<file path="src/rtl/mips_pkg.sv">
// Shared definitions for the MIPS pipeline: next-PC op encodings, reset PC
// and the NOP instruction word.
package mips_pkg;

    typedef enum logic [2:0] {
        NPC_SEQ = 3'd0,
        NPC_BEQ = 3'd1,
        NPC_BNE = 3'd2,
        NPC_J   = 3'd3,
        NPC_JR  = 3'd4
    } npc_op_e;

    localparam logic [31:0] RESET_PC_DEFAULT = 32'h0000_3000;
    localparam logic [31:0] NOP              = 32'h0000_0000;

endpackage

</file>
<file path="src/rtl/npc_calc.sv">
// Combinational next-PC selection for the fetch stage, driven by the
// branch/jump resolved in decode.
module npc_calc
    import mips_pkg::*;
(
    input  logic [31:0] f_pc,
    input  logic [31:0] d_pc,
    input  logic [31:0] d_instr,
    input  logic [2:0]  d_npc_op,
    input  logic        d_equal,
    input  logic [31:0] d_rs_data,
    input  logic        d_valid,
    input  logic        stall,
    output logic [31:0] npc,
    output logic        d_redirect
);

    logic [31:0] seq_pc;
    logic [31:0] d_pc4;
    logic [31:0] br_target;
    logic [31:0] j_target;
    logic [2:0]  op_eff;
    logic        unused_instr_bits;

    // Opcode bits are decoded upstream; only the immediate fields matter here.
    assign unused_instr_bits = &{1'b0, d_instr[31:26]};

    always_comb begin
        seq_pc    = f_pc + 32'd4;
        d_pc4     = d_pc + 32'd4;
        br_target = d_pc4 + {{14{d_instr[15]}}, d_instr[15:0], 2'b00};
        j_target  = {d_pc4[31:28], d_instr[25:0], 2'b00};
        // A bubble in decode must never steer fetch.
        op_eff    = d_valid ? d_npc_op : NPC_SEQ;

        npc        = seq_pc;
        d_redirect = 1'b0;

        if (!stall) begin
            case (op_eff)
                NPC_BEQ: if (d_equal) begin
                    npc        = br_target;
                    d_redirect = 1'b1;
                end
                NPC_BNE: if (!d_equal) begin
                    npc        = br_target;
                    d_redirect = 1'b1;
                end
                NPC_J: begin
                    npc        = j_target;
                    d_redirect = 1'b1;
                end
                NPC_JR: begin
                    npc        = d_rs_data;
                    d_redirect = 1'b1;
                end
                default: begin
                    npc        = seq_pc;
                    d_redirect = 1'b0;
                end
            endcase
        end
    end

endmodule

</file>
<file path="src/rtl/f_pc_fd_reg.sv">
// Fetch PC and F/D pipeline register with single-delay-slot redirects;
// the delay-slot instruction always flows into decode untouched.
module f_pc_fd_reg
    import mips_pkg::*;
#(
    parameter logic [31:0] RESET_PC = RESET_PC_DEFAULT
) (
    input  logic        clk,
    input  logic        reset,
    input  logic        stall,
    input  logic [31:0] f_instr,
    input  logic [2:0]  d_npc_op,
    input  logic        d_equal,
    input  logic [31:0] d_rs_data,
    output logic [31:0] f_pc,
    output logic [31:0] d_pc,
    output logic [31:0] d_instr,
    output logic        d_valid,
    output logic [31:0] d_pc8,
    output logic        d_redirect
);

    logic [31:0] f_pc_q, f_pc_d;
    logic [31:0] d_pc_q, d_pc_d;
    logic [31:0] d_instr_q, d_instr_d;
    logic        d_valid_q, d_valid_d;
    logic [31:0] npc;

    npc_calc u_npc_calc (
        .f_pc       (f_pc_q),
        .d_pc       (d_pc_q),
        .d_instr    (d_instr_q),
        .d_npc_op   (d_npc_op),
        .d_equal    (d_equal),
        .d_rs_data  (d_rs_data),
        .d_valid    (d_valid_q),
        .stall      (stall),
        .npc        (npc),
        .d_redirect (d_redirect)
    );

    always_comb begin
        f_pc_d    = f_pc_q;
        d_pc_d    = d_pc_q;
        d_instr_d = d_instr_q;
        d_valid_d = d_valid_q;
        if (!stall) begin
            f_pc_d    = npc;
            d_pc_d    = f_pc_q;
            d_instr_d = f_instr;
            d_valid_d = 1'b1;
        end
    end

    always_ff @(posedge clk or negedge reset) begin
        if (!reset) begin
            f_pc_q    <= RESET_PC;
            d_pc_q    <= 32'h0;
            d_instr_q <= NOP;
            d_valid_q <= 1'b0;
        end else begin
            f_pc_q    <= f_pc_d;
            d_pc_q    <= d_pc_d;
            d_instr_q <= d_instr_d;
            d_valid_q <= d_valid_d;
        end
    end

    assign f_pc    = f_pc_q;
    assign d_pc    = d_pc_q;
    assign d_instr = d_instr_q;
    assign d_valid = d_valid_q;
    assign d_pc8   = d_pc_q + 32'd8;

endmodule

</file>
<file path="config.mk">
export PLATFORM = sky130hd
export DESIGN_NAME = f_pc_fd_reg
export DESIGN_NICKNAME = d
export VERILOG_FILES = /design/src/rtl/mips_pkg.sv /design/src/rtl/npc_calc.sv /design/src/rtl/f_pc_fd_reg.sv
export SDC_FILE = /design/constraint.sdc
export NUM_CORES = 1
export LEC_CHECK = 0
export CAP_MARGIN = 0
export CORE_UTILIZATION = 52
export CTS_BUF_LIST = sky130_fd_sc_hd__clkbuf_16
export DETAILED_ROUTE_END_ITERATION = 10
export PLACE_DENSITY_LB_ADDON = 0.08
export SYNTH_ARGS = -nofsm -noshare
export SYNTH_HDL_FRONTEND = slang
export SYNTH_SLANG_ARGS = --single-unit
</file>
<file path="constraint.sdc">
create_clock -name clk -period 11 [get_ports clk]
set_input_delay 3.3 -clock clk [delete_from_list [all_inputs] [get_ports clk]]
set_output_delay 3.3 -clock clk [all_outputs]
set_load 0.02 [all_outputs]
</file>
* Word level (Yosys, flattened, before mapping)
Index checks and enable logic that the tools add are counted.
** Storage, ports and cells
- Bits of input ports :: 71
- Register bits after elaboration :: 97
- Word-level logic and storage cells :: 21
** Operators by class
- $add $sub $neg :: 4
- Reductions and logical operators :: 1
- Mux-type cells :: 8
- Equal/unequal tests :: 4
** Operators with widths (number)
- 32-bit one-hot mux with 4 select lines :: 1
- 32-bit by 3-bit adder with 32-bit output, second input constant :: 2
- 32-bit 2-to-1 mux :: 2
- 32-bit adder :: 1
- 32-bit by 4-bit adder with 32-bit output, second input constant :: 1
- 3-bit by 2-bit == test with 1-bit output, second input constant :: 2
- 3-bit by 1-bit == test with 1-bit output, second input constant :: 1
- 3-bit == test, second input constant :: 1
- 1-bit 2-to-1 mux :: 3
- 3-bit 2-to-1 mux :: 1
- 1-bit one-hot mux with 3 select lines :: 1
- 2-bit OR reduction :: 1

* Depth between registers and ports, before layout
Gate-level depths: netlist (run 1).
- Depth in word-level cells :: 5
- Depth in mapped cells :: 18
- Depth with buffers taken out :: 17

* Cells and area by module
Synthesis (run 1) repeated with hierarchy kept, for this count alone.
** Unflattened totals
- Cells, all modules :: 784
- Area total of the unflattened synthesis :: 7699.9 um2
** By module, submodules not included
- f_pc_fd_reg :: area an instance 4164.0 um2, instances 1, cells an instance 290, sequential area each 2429.8 um2
- npc_calc :: area an instance 3535.9 um2, instances 1, cells an instance 494, sequential area each 0.0 um2

* Worst setup path before layout (run 1)
OpenSTA, ideal clock, no wires.
- Path kind :: input port to output port
- Start :: input port d_npc_op[2]
- End :: output port d_redirect
- Setup slack :: 3.182 ns
- Arrival :: 4.518 ns
- Data required time :: 7.700 ns
- Cell stages on the path :: 5
- Path buffers :: 1
- Cells stage by stage :: nor2b_1 and3_1 clkbuf_1 nor3_1 nor2_1
** On the way
- Longest elaborated chain between the ends :: 5
- Elaborated cells between the ends (all ways) :: 8
- Classes of those cells :: eq/ne: 4; mux: 3; reduce/logical: 1
** RTL lines
- start: declaration :: RTL line f_pc_fd_reg.sv:12 : input logic [2:0] d_npc_op,
- 3-bit 2-to-1 mux * :: RTL line npc_calc.sv:34 : op_eff = d_valid ? d_npc_op : NPC_SEQ;
- 3-bit by 2-bit == test with 1-bit output or 3-bit == test (tied branches) :: RTL line npc_calc.sv:40 : case (op_eff)
- 2-bit OR reduction (no source line)
- 1-bit one-hot mux with 3 select lines * :: RTL line npc_calc.sv:40
- 1-bit 2-to-1 mux * :: RTL line npc_calc.sv:39 : if (!stall) begin
- end: declaration :: RTL line f_pc_fd_reg.sv:20 : output logic d_redirect
Mark *: on every way between the ends. The rest lies on a longest branch, timed or not.

* Final worst setup path (run 1)
- Start :: input port d_npc_op[0]
- End :: output port d_redirect
The elaborated chain is that of the path after synthesis.

==> results.txt, run 1 <==
CTS tree -> done
share of layout cells above drive strength 1 -> 0.0913
CP Capture Type -> output pin
pwr dens -> 208 nW/um^2
1st-pass router iterations -> 5
PnR worst setup slack -> 1910 ps
worst hold path type -> register to register
VDD IR max -> 0.141 mV
final cell area excluding filler cells -> 9750 um^2
power share of the sequential group -> 0.294
Slew Limit Fails -> 0
PostCTS Resize Cnt -> 0
CP max stage delay -> 680 ps
Die ar. -> 14700 um^2
Layout Utilization -> 0.702
clock slew seen by the registers of the worst setup and hold paths -> 70 ps
# Post-CTS Setup Buffers -> 0
first-pass GRT wire length -> 35200 um
GRT Util Overall -> 0.312
Port-buffer cells -> 200
Ys Warns -> 0
Ant. Diodes -> 0
largest net degree at the start of global routing -> 50
fmax -> 110 MHz
Slowest-stage cell, CP -> clkdlybuf4s50_1
Total Power -> 2.03 mW
core area -> 13900 um^2
DR vias/cell -> 6.05
worst path cell trace -> clkdlybuf4s50_1 -> nand2_1 -> o21ai_0 -> and2_1 -> buf_4 -> nor3_2 -> buf_4 -> nor2_1 -> clkdlybuf4s50_1
Final Hold Vio Count -> 0
Worst-Skew Late Latency -> 360 ps
post-synthesis cell type count -> 66
hold buffers post-CTS -> 0
initial antenna violation count -> 0
final setup vio count -> 0
global route overflow -> 0
Primary FF master, synth -> dfrtp_1
Max-slew headroom -> 0.428
CTS buffer count -> 9
routability congestion estimate -> 0.905
clk buf depth -> 2
DRC -> 0
WS Path Type -> primary input to output pin
delay-heaviest family, CP -> buffers and inverters
row count -> 43
crit share post-route -> 0.827
non-filler instance count after layout -> 1188
cells after synthesis -> 839
worst endpoint required time -> 7700 ps
Yosys reg bits -> 97
Async S/R FF share, synth -> 1.00
Setup crit start kind -> primary input
Detail Route Antenna Nets -> 0
Clk pwr share -> 0.172
crit-path max FO -> 22
clock root buffer -> clkbuf_16
number of global-route vias before repair -> 6649
Avg WL per Cell -> 18.6 um
post-synth net total -> 949
Final nets -> 1113
HPWL Detailed -> 16300 um
outcome -> complete, no violations
worst slew pin tran -> 857 ps
Syn Std Cell Area -> 7390 um^2
post-placement cell count -> 1172
Place WS -> 1940 ps
internal power -> 1.15 mW
CP Buf/Inv Count -> 4
average size of a mapped cell -> 8.81 um^2
clock sink count -> 97
Setup Skew -> 7.01 ps
Tmin final -> 9090 ps
Max-Cap Viols -> 0
final wirelength -> 22100 um
switching portion of total power -> 0.434
Iter 0 DRT Violations -> 474
sequential area share after synthesis -> 0.329
Setup TNS -> 0 ps
CP arrival -> 5790 ps
Initial Utilization -> 0.532
routed via count -> 7185
area grow syn2layout -> 32.0%
die height -> 121 um
P_sw -> 0.881 mW
total leakage power -> 3.99 nW
Die X -> 121 um
RSZ-0062 raised after global routing -> false
Gate power share -> 0.534
H-tree depth -> 3
filler cell count -> 1156
io pins -> 201
Post-synth EDFFs -> 0
Post-Place Cell Area -> 9430 um^2
Hold Slack -> 505 ps
-- routing by layer --
layer / share of wire / vias to the layer above / GRT usage
met5: 0 / - / 0
met4: 0.018 / 0 / 0.104
met3: 0.073 / 24 / 0.0559
met2: 0.46 / 292 / 0.485
met1: 0.45 / 3451 / 0.436
li1: - / 3418 / -
-- layout by cell type, fill, tap and decap left out, drive strengths merged, types with 4 or more instances in the layout --
| master | n |
|---|---|
| nand2 | 69 |
| nand4 | 22 |
| a21oi | 65 |
| buf | 12 |
| nor2 | 60 |
| nor3 | 20 |
| a21o | 16 |
| clkdlybuf4s50 | 198 |
| and3 | 12 |
| o21bai | 5 |
| o22ai | 4 |
| xor2 | 45 |
| clkbuf | 9 |
| o21a | 5 |
| ha | 38 |
| and2 | 5 |
| nand2b | 7 |
| a31oi | 13 |
| mux2 | 49 |
| a221oi | 23 |
| a221o | 12 |
| a211oi | 4 |
| inv | 26 |
| nand3 | 28 |
| o21ai | 58 |
| and4 | 4 |
| a22oi | 6 |
| dfrtp | 95 |
| xnor2 | 43 |
-- kinds of logic after synthesis --
| group | share of synthesized area |
|---|---|
| AND/OR/NAND/NOR | 0.161 |
| buffers and inverters | 0.0479 |
| flip-flops | 0.329 |
| AO/OA/AOI/OAI | 0.215 |
| multiplexers | 0.0760 |
| adder cells (fa/ha/maj) | 0.0671 |
| XOR/XNOR | 0.104 |
-- Yosys cell counts, drive strengths merged (4+ instances only) --
cell / instances / area share
nand2b: 7 / 0.0059
a21oi: 65 / 0.044
a31oi: 13 / 0.011
dfrtp: 95 / 0.32
ha: 38 / 0.064
a22oi: 6 / 0.0061
o21ai: 58 / 0.039
nor2: 60 / 0.030
mux2: 49 / 0.075
xnor2: 43 / 0.051
a221o: 12 / 0.016
nand2: 69 / 0.035
nand4: 22 / 0.019
inv: 25 / 0.013
nand3: 28 / 0.021
a221oi: 23 / 0.028
o21bai: 5 / 0.0051
and3: 12 / 0.010
clkbuf: 33 / 0.017
o22ai: 4 / 0.0034
xor2: 45 / 0.053
buf: 24 / 0.018
nor3: 20 / 0.014
o21a: 5 / 0.0051
and4: 4 / 0.0047
and2: 5 / 0.0042
a211oi: 4 / 0.0041
a21o: 16 / 0.016
-- worst paths after layout --
path / cells after the start / start / slack, ps / end
worst min register to register: 1 / d_instr[30] / 510 / d_instr[30]
min in group asynchronous: 1 / reset / 2940 / d_instr[14]
worst min-delay path: 1 / d_instr[30] / 510 / d_instr[30]
worst max register to register: 16 / d_pc[2] / 6120 / f_pc[31]
max in group asynchronous: 2 / reset / 6950 / d_pc[1]
worst max-delay path: 9 / d_npc_op[0] / 1910 / d_redirect
-- layout make-up --
type | count | area, um^2 | share of cell area
flip-flops and latches | 97 | 2430 | 0.249
well taps | 180 | 225 | 0.0231
multi-input cells | 660 | 4610 | 0.473
repair buffers | 210 | 2070 | 0.212
clock buffers | 9 | 225 | 0.0231
clock inverters | 7 | 93.8 | 0.00962
inverters | 25 | 93.8 | 0.00962
-- sequential cells by signal, summed over array words and instances, names as in the netlist --
register / flops
d_valid: 1
f_pc: 32
d_pc: 32
d_instr: 32
-- power groups by stage --
stage	clock network, mW	logic (mW)	registers [mW]
after detailed placement	0	1.07	0.600
after global routing	0.364	1.17	0.613
after global placement	0	1.06	0.598
after floorplan	0	0.626	0.629
final	0.349	1.08	0.597
after CTS	0.352	1.08	0.594
Note: power is estimated with default switching activity, not from simulation.
==> run 2, diff against run 1 <==
--- a/config.mk
+++ b/config.mk
@@ -6,7 +6,7 @@
 export NUM_CORES = 1
 export LEC_CHECK = 0
 export CAP_MARGIN = 0
-export CORE_UTILIZATION = 52
+export CORE_UTILIZATION = 50
 export CTS_BUF_LIST = sky130_fd_sc_hd__clkbuf_16
 export DETAILED_ROUTE_END_ITERATION = 10
 export PLACE_DENSITY_LB_ADDON = 0.08
==> constraint.sdc (replaced) <==
create_clock -name clk -period 8.6 [get_ports clk]
set_input_delay 2.58 -clock clk [delete_from_list [all_inputs] [get_ports clk]]
set_output_delay 2.58 -clock clk [all_outputs]
set_load 0.02 [all_outputs]
==> run 2 against run 1 <==
Net effect: first-iteration DRC count increased by 11%; setup slack got worse by 720 ps; clock skew is 6.7 ps higher; via count shrank 1.8%; sequential share of layout area up 0.087 points; final cell count up 0.17%; routed wire length fell by 0.38%; design area down 0.35%; global-route usage is 1.8 points lower; sequential power increased by 28%; largest power group unchanged.
==> results.txt, run 2 (same netlist as run 1, synthesis figures left out) <==
Clk pwr share -> 0.162 (-0.010)
power share of the sequential group -> 0.298 (+0.004)
Die X -> 124 um (+1.9%)
Detail Route Antenna Nets -> 0 (unchanged)
Final nets -> 1111 (-0.18%)
Avg WL per Cell -> 18.5 um (-0.55%)
routability congestion estimate -> 0.907 (+0.24%)
DRC -> 0 (unchanged)
HPWL Detailed -> 15900 um (-2.4%)
PostCTS Resize Cnt -> 0 (unchanged)
critical path's most frequent cell -> clkdlybuf4s50_1
total leakage power -> 3.97 nW (-0.40%)
internal power -> 1.44 mW (+25%)
most common cell after layout, fill and taps aside -> clkdlybuf4s50_1
hold buffers post-CTS -> 0 (unchanged)
clk buf depth -> 2 (unchanged)
PnR worst setup slack -> 1190 ps (-716 ps)
area grow syn2layout -> 31.5%
worst slew pin tran -> 1010 ps (+155 ps)
non-filler instance count after layout -> 1190 (+0.17%)
filler cell count -> 1233 (+6.7%)
Layout Utilization -> 0.671 (-0.0313)
most frequent cells in the layout -> clkdlybuf4s50_1, dfrtp_1, nand2_1
fmax -> 135 MHz
switching portion of total power -> 0.439 (+0.00432)
number of global-route vias before repair -> 6365 (-4.3%)
GRT Util Overall -> 0.294 (-0.0179)
Port-buffer cells -> 200 (unchanged)
Die ar. -> 15300 um^2 (+3.9%)
Setup Skew -> 13.7 ps (+6.66 ps)
final setup vio count -> 0 (unchanged)
Slowest-stage cell, CP -> clkdlybuf4s50_1
worst hold path type -> register to register
clock sink count -> 97 (unchanged)
worst endpoint required time -> 6020 ps (-1680 ps)
final wirelength -> 22100 um (-0.38%)
initial antenna violation count -> 0 (unchanged)
Initial Utilization -> 0.510 (-0.0220)
global route overflow -> 0 (unchanged)
first-pass GRT wire length -> 34100 um (-3.1%)
Ant. Diodes -> 0 (unchanged)
Max-slew headroom -> 0.325 (-0.103)
Setup crit start kind -> primary input
outcome -> complete, no violations
post-placement cell count -> 1174 (+0.17%)
die height -> 124 um (+1.9%)
share of layout cells above drive strength 1 -> 0.0895 (-0.00181)
largest net degree at the start of global routing -> 78 (+56%)
VDD IR max -> 0.121 mV (-14%)
worst path cell trace -> clkdlybuf4s50_1 -> nand2_1 -> o21ai_0 -> and2_1 -> buf_4 -> nor3_2 -> nor2_1 -> clkdlybuf4s50_1
Worst-Skew Late Latency -> 360 ps (about the same)
Post-Place Cell Area -> 9420 um^2 (-0.11%)
H-tree depth -> 3 (unchanged)
Gate power share -> 0.541 (+0.007)
Setup TNS -> 0 ps (unchanged)
Place WS -> 1190 ps (-759 ps)
delay-heaviest family, CP -> buffers and inverters
P_sw -> 1.12 mW (+28%)
CP Capture Type -> output pin
final cell area excluding filler cells -> 9720 um^2 (-0.35%)
clock root buffer -> clkbuf_16
DR vias/cell -> 5.93 (-1.9%)
row count -> 44 (+2.3%)
routed via count -> 7058 (-1.8%)
crit share post-route -> 0.861
pwr dens -> 263 nW/um^2 (+27%)
CP max stage delay -> 670 ps (about the same)
CTS tree -> done
CTS buffer count -> 9 (unchanged)
Max-Cap Viols -> 0 (unchanged)
Tmin final -> 7410 ps
WS Path Type -> primary input to output pin
# Post-CTS Setup Buffers -> 0 (unchanged)
Final Hold Vio Count -> 0 (unchanged)
1st-pass router iterations -> 5 (unchanged)
Iter 0 DRT Violations -> 526 (+11%)
crit-path max FO -> 22 (unchanged)
core area -> 14500 um^2 (+4.3%)
Slew Limit Fails -> 0 (unchanged)
CP Buf/Inv Count -> 3 (-1)
io pins -> 201 (unchanged)
clock slew seen by the registers of the worst setup and hold paths -> 70 ps (about the same)
CP arrival -> 4830 ps (-960 ps)
RSZ-0062 raised after global routing -> false
-- run 2: cell types whose count changed in the layout (fill, tap and decap cells not counted) --
cell        delta
clkinvlp_4     -1
clkinv_4       +1
clkinv_2       +1
bufinv_16      -1
buf_4          -2
-- run 2: per-layer routing --
layer / part of all wire / global-route usage / vias up / wire (um)
li1: - / - / 3392 / -
met1: 0.46 / 0.422 / 3356 / 10100
met2: 0.46 / 0.459 / 288 / 10100
met3: 0.074 / 0.0499 / 22 / 1640
met4: 0.011 / 0.0715 / 0 / 246
met5: 0 / 0 / - / 0
-- run 2: layout make-up --
cell class	count	area [um^2]	share of cell area
Multi-Input combinational cell	660	4610	0.475
Sequential cell	97	2430	0.250
Timing Repair Buffer	208	2060	0.212
Tap cell	184	230	0.0237
Clock buffer	9	225	0.0232
Inverter	25	93.8	0.00966
Clock inverter	7	70.1	0.00721
-- run 2: stage by stage --
stage | hold slack (ps) | total power, mW
after CTS | 521 | 2.55
after global placement | 487 | 2.12
after floorplan | 551 | 1.61
final | 513 | 2.56
after detailed placement | 499 | 2.13
after global routing | 525 | 2.72
-- run 2: path summary, 6_finish.rpt --
check / from / endpoint / slack (ps) / cells after the start
hold / removal: d_instr[27] / d_instr[27] / 510 / 1
max in group asynchronous: reset / d_instr[24] / 5190 / 2
hold reg to reg: d_instr[27] / d_instr[27] / 510 / 1
min in group asynchronous: reset / d_instr[13] / 2100 / 1
setup reg to reg: d_pc[4] / f_pc[30] / 3790 / 17
setup / recovery: d_npc_op[0] / d_redirect / 1190 / 8
-- run 2: power by group through the flow --
| stage | sequential, mW | clock (mW) | combinational (mW) |
|---|---|---|---|
| 2_1_floorplan | 0.805 | 0 | 0.800 |
| 3_3_place_gp | 0.764 | 0 | 1.36 |
| 3_5_place_dp | 0.766 | 0 | 1.36 |
| 4_1_cts | 0.758 | 0.419 | 1.38 |
| 5_1_grt | 0.779 | 0.435 | 1.50 |
| 6_report | 0.762 | 0.413 | 1.38 |
-- run 2: worst register-to-register path, cell delays in order (launching register included) --
cell	delay, ps
dfrtp_1	510
ha_1	330
nand3_4	140
nor3_1	530
nand4_1	250
nor2_1	280
nand2_1	110
xnor2_1	220
ha_1	310
a211o_1	310
a311o_1	300
a21oi_1	190
nand2_1	70
a21oi_1	270
nor3_2	150
a221oi_2	300
xnor2_1	100
a221o_1	310
==> run 3, diff against run 2 <==
--- a/config.mk
+++ b/config.mk
@@ -9,6 +9,7 @@
 export CORE_UTILIZATION = 50
 export CTS_BUF_LIST = sky130_fd_sc_hd__clkbuf_16
 export DETAILED_ROUTE_END_ITERATION = 10
+export GPL_TIMING_DRIVEN = 0
 export PLACE_DENSITY_LB_ADDON = 0.08
 export SYNTH_ARGS = -nofsm -noshare
 export SYNTH_HDL_FRONTEND = slang
==> constraint.sdc (replaced) <==
create_clock -name clk -period 7.05 [get_ports clk]
set_input_delay 2.115 -clock clk [delete_from_list [all_inputs] [get_ports clk]]
set_output_delay 2.115 -clock clk [all_outputs]
set_load 0.02 [all_outputs]
==> run 3 against run 2 <==
Net effect: first-iteration DRC count grew 39%; setup slack lost 1100 ps; critical endpoint unchanged; via count grew 7.6%; utilization grew 1.4 points; non-clock buffer count grew 49; clock power grew 19%; highest routed layer unchanged; combinational power grew 31%.
==> results.txt, run 3 (same netlist as run 1, synthesis figures left out) <==
largest net degree at the start of global routing -> 55 (-29%)
Final nets -> 1160 (+4.4%)
VDD IR max -> 0.164 mV (+35%)
worst hold path type -> register to register
Tmin final -> 6970 ps
Slew Limit Fails -> 0 (unchanged)
Max-Cap Viols -> 0 (unchanged)
number of global-route vias before repair -> 7127 (+12%)
DR vias/cell -> 6.13 (+3.4%)
worst endpoint required time -> 4930 ps (-1090 ps)
Initial Utilization -> 0.510 (unchanged)
routability congestion estimate -> 0.976 (+7.6%)
CTS tree -> done
initial antenna violation count -> 0 (unchanged)
Port-buffer cells -> 199 (-0.50%)
CP max stage delay -> 680 ps (about the same)
Detail Route Antenna Nets -> 0 (unchanged)
RSZ-0062 raised after global routing -> false
Avg WL per Cell -> 20.5 um (+11%)
Total Power -> 3.18 mW (+24%)
most frequent cells in the layout -> clkdlybuf4s50_1, dfrtp_1, nand2_1
HPWL Detailed -> 19100 um (+20%)
die height -> 124 um (unchanged)
global route overflow -> 0 (unchanged)
final cell area excluding filler cells -> 9920 um^2 (+2.1%)
crit-path max FO -> 10 (-55%)
io pins -> 201 (unchanged)
Die X -> 124 um (unchanged)
Final Hold Vio Count -> 0 (unchanged)
clk buf depth -> 2 (unchanged)
PnR worst setup slack -> 79.9 ps (-1110 ps)
worst slew pin tran -> 1130 ps (+117 ps)
WS Path Type -> primary input to output pin
Die ar. -> 15300 um^2 (unchanged)
row count -> 44 (unchanged)
1st-pass router iterations -> 6 (+1)
GRT Util Overall -> 0.341 (+0.0476)
Layout Utilization -> 0.685 (+0.0139)
Iter 0 DRT Violations -> 731 (+39%)
Place WS -> 129 ps (-1060 ps)
worst path cell trace -> clkdlybuf4s50_1 -> nor2b_1 -> and3_1 -> clkbuf_1 -> nor3_1 -> nor2_1 -> clkdlybuf4s50_1
hold buffers post-CTS -> 0 (unchanged)
core area -> 14500 um^2 (unchanged)
CP Buf/Inv Count -> 3 (unchanged)
multi-input logic area -> 4610 um^2 (-0.11%)
CP Capture Type -> output pin
clock slew seen by the registers of the worst setup and hold paths -> 70 ps (about the same)
final setup vio count -> 0 (unchanged)
filler cell count -> 1263 (+2.4%)
storage element area -> 2430 um^2 (unchanged)
crit share post-route -> 0.989
Worst-Skew Late Latency -> 360 ps (about the same)
Hold Slack -> 511 ps (-2.41 ps)
H-tree depth -> 3 (unchanged)
clock root buffer -> clkbuf_16
Ant. Diodes -> 0 (unchanged)
fmax -> 143 MHz
Post-Place Cell Area -> 9640 um^2 (+2.3%)
final wirelength -> 25400 um (+15%)
Slowest-stage cell, CP -> clkdlybuf4s50_1
outcome -> complete, no violations
share of layout cells above drive strength 1 -> 0.0910 (+0.00153)
total leakage power -> 4.04 nW (+1.8%)
first-pass GRT wire length -> 38800 um (+14%)
# Post-CTS Setup Buffers -> 0 (unchanged)
most common cell after layout, fill and taps aside -> clkdlybuf4s50_1
routed via count -> 7597 (+7.6%)
Max-slew headroom -> 0.237 (-0.0884)
area grow syn2layout -> 34.2%
delay-heaviest family, CP -> buffers and inverters
Setup Skew -> 6.97 ps (-6.70 ps)
PostCTS Resize Cnt -> 0 (unchanged)
CP arrival -> 4860 ps (+30 ps)
Setup crit start kind -> primary input
CTS buffer count -> 9 (unchanged)
DRC -> 0 (unchanged)
pwr dens -> 321 nW/um^2 (+22%)
critical path's most frequent cell -> clkdlybuf4s50_1
clock sink count -> 97 (unchanged)
-- run 3: cell count changes in the layout (fill, tap and decap cells not counted), sizes merged --
cell | before | now
clkbuf | 9 | 42
bufinv | 1 | 0
clkinvlp | 1 | 2
buf | 10 | 26
-- run 3: final timing paths --
kind,start,end,slack [ps],depth (start not counted)
min in group asynchronous,reset,d_instr[13],1770,1
setup reg to reg,d_pc[2],f_pc[31],2110,16
hold / removal,d_instr[31],d_instr[31],510,1
setup / recovery,d_npc_op[2],d_redirect,80,7
max in group asynchronous,reset,f_pc[12],4530,2
hold reg to reg,d_instr[31],d_instr[31],510,1
-- run 3: through the flow --
stage,instances,TNS (ps)
after detailed placement,1223,0
after global placement,1222,-3740
after CTS,1239,0
final,1239,0
after floorplan,839,0
after global routing,1239,0
-- run 3: power by group --
group	total [mW]	switching, mW	internal, mW
Sequential	0.881	0.197	0.684
Clock	0.491	0.248	0.243
Combinational	1.81	0.984	0.824
-- run 3: routing by layer --
metal | vias up | routed length, um | global-route usage
met5 | - | 0 | 0
met4 | 0 | 765 | 0.140
met3 | 58 | 2210 | 0.0582
met2 | 407 | 11500 | 0.529
met1 | 3623 | 10900 | 0.471
li1 | 3509 | - | -
-- run 3: area by class of cell --
class | instances | area share
sequential | 97 | 0.245
multi-input combinational | 660 | 0.464
clock inverter | 7 | 0.00568
timing repair buffer | 200 | 0.203
inverter | 25 | 0.00946
tap | 184 | 0.0232
buffer | 57 | 0.0262
clock buffer | 9 | 0.0227
-- run 3: worst reg2reg max path, stage by stage, from the launching register on --
cell and delay (ps):
dfrtp_1 730, ha_1 340, nand2_1 70, nor3_1 530, nand3_1 460, nor3_1 340, xor2_1 190, ha_1 340
a21o_1 220, a21o_1 170, a21o_1 180, a2111oi_0 400, o21bai_1 120, a31oi_1 260, xnor2_1 170, o221ai_1 150
o211a_1 170
==> edit, RTL diff (flow settings as in run 2) <==
Put a register stage on the output `d_redirect`, without a reset. The value now appears one clock later. The other outputs are not delayed to match.
--- a/src/rtl/f_pc_fd_reg.sv
+++ b/src/rtl/f_pc_fd_reg.sv
@@ -22,2 +22,4 @@
 
+    logic d_redirect_d;
+
     logic [31:0] f_pc_q, f_pc_d;
@@ -38,3 +40,3 @@
         .npc        (npc),
-        .d_redirect (d_redirect)
+        .d_redirect (d_redirect_d)
     );
@@ -74,2 +76,6 @@
 
+    always_ff @(posedge clk) begin
+        d_redirect <= d_redirect_d;
+    end
+
 endmodule
Function: changed (a bounded check fails within 4 cycles, from zero or initial values and one cycle with reset low).
==> edit against run 2 <==
- sequential cell count grew 1
- wire length grew 4.1%
- area after synthesis grew 0.10%
- core utilization grew 0.43 points
- first-iteration DRC count shrank 1.3%
- total power shrank 2.2%
- setup slack gained 1.2 ns
- final area grew 0.64%
- critical path type is now reg -> out
==> edit: results (changes against run 2) <==
Layout
  – Seq/total area: 25.05% (+0.045 points)
  – Final clock-cell share: 3.403% (+0.36 points)
  – Layout cells sized above 1: 9.920% (+0.97 points)
  – # nets final: 1103 (-0.72%)

Placed design
  – DPL Wire Length: 17170 um (+7.9%)
  – Place WS: 2.856 ns (+1.671 ns)
  – Gpl congestion: 0.9214 (+1.6%)
  – DP Cell Count: 1166 (-0.68%)

Synth
  – Top post-synthesis cells by count: dfrtp_1, nand2_1, a21oi_1, mux2_2
  – Avg Inst Size Synth: 8.944 sq um (+1.6%)
  – Largest cells by area after synthesis: dfrtp_1, mux2_2, ha_1, xnor2_1, a21oi_1

Worst setup path
  – Crit path max-delay family: simple AND/OR/NAND/NOR gates
  – Critical Path End: d_pc8[31]
  – WP data arrival: 3.59 ns (-1.24 ns)
  – Crit-path max FO: 10 (-55%)
  – Slowest CP cell: nor4_4
  – Worst Setup SP: d_pc[4]

Pwr
  – Switching portion of total power: 42.18% (-1.7 points)
  – Leak: 3.973 nW (about the same)

Detailed routing
  – WL met1: 10130 um (+0.16%)
  – Drt first-iter violations: 519 (-1.3%)

Run status
  – Outcome: finished, final reports clean

Clock tree
  – Clock Sinks: 98 (+1.0%)

Global routing
  – Largest net degree at the start of global routing: 75 (-3.8%)
  – GRT Total Usage: 30.95% (+1.6 points)

Timing
  – Fin Hold WS: 0.5077 ns (-0.005479 ns)
  – Worst clock skew: 0.005783 ns (-0.007885 ns)
-- edit: cell count changes in the layout (fill, tap and decap cells not counted), moves of 6 or more --
cell            run 2  this run
a21o_1             16         9
xor2_1             45        36
and3_1             12         6
o21ai_0            57        49
a21oi_1            65        72
xnor2_1            43        51
inv_1              25        33
nor2_1             60        51
-- edit: cell families after synthesis --
| kind of cell | Yosys count | synth area share [%] |
|---|---|---|
| AOI/OAI and AO/OA | 233 | 20.81 |
| xor gates and xnor gates | 88 | 10.52 |
| adders and majority gates | 39 | 6.698 |
| buffers and inverters | 82 | 4.550 |
| DFF | 98 | 33.12 |
| muxes | 53 | 8.068 |
| and+or+nand+nor | 234 | 16.24 |
-- edit: power groups by stage --
stage	clock [mW]	combinational, mW	sequential, mW
floorplan	0	0.730	0.794
global placement	0	1.27	0.747
detailed placement	0	1.27	0.751
CTS	0.470	1.29	0.744
global route	0.487	1.40	0.765
finish	0.466	1.29	0.746
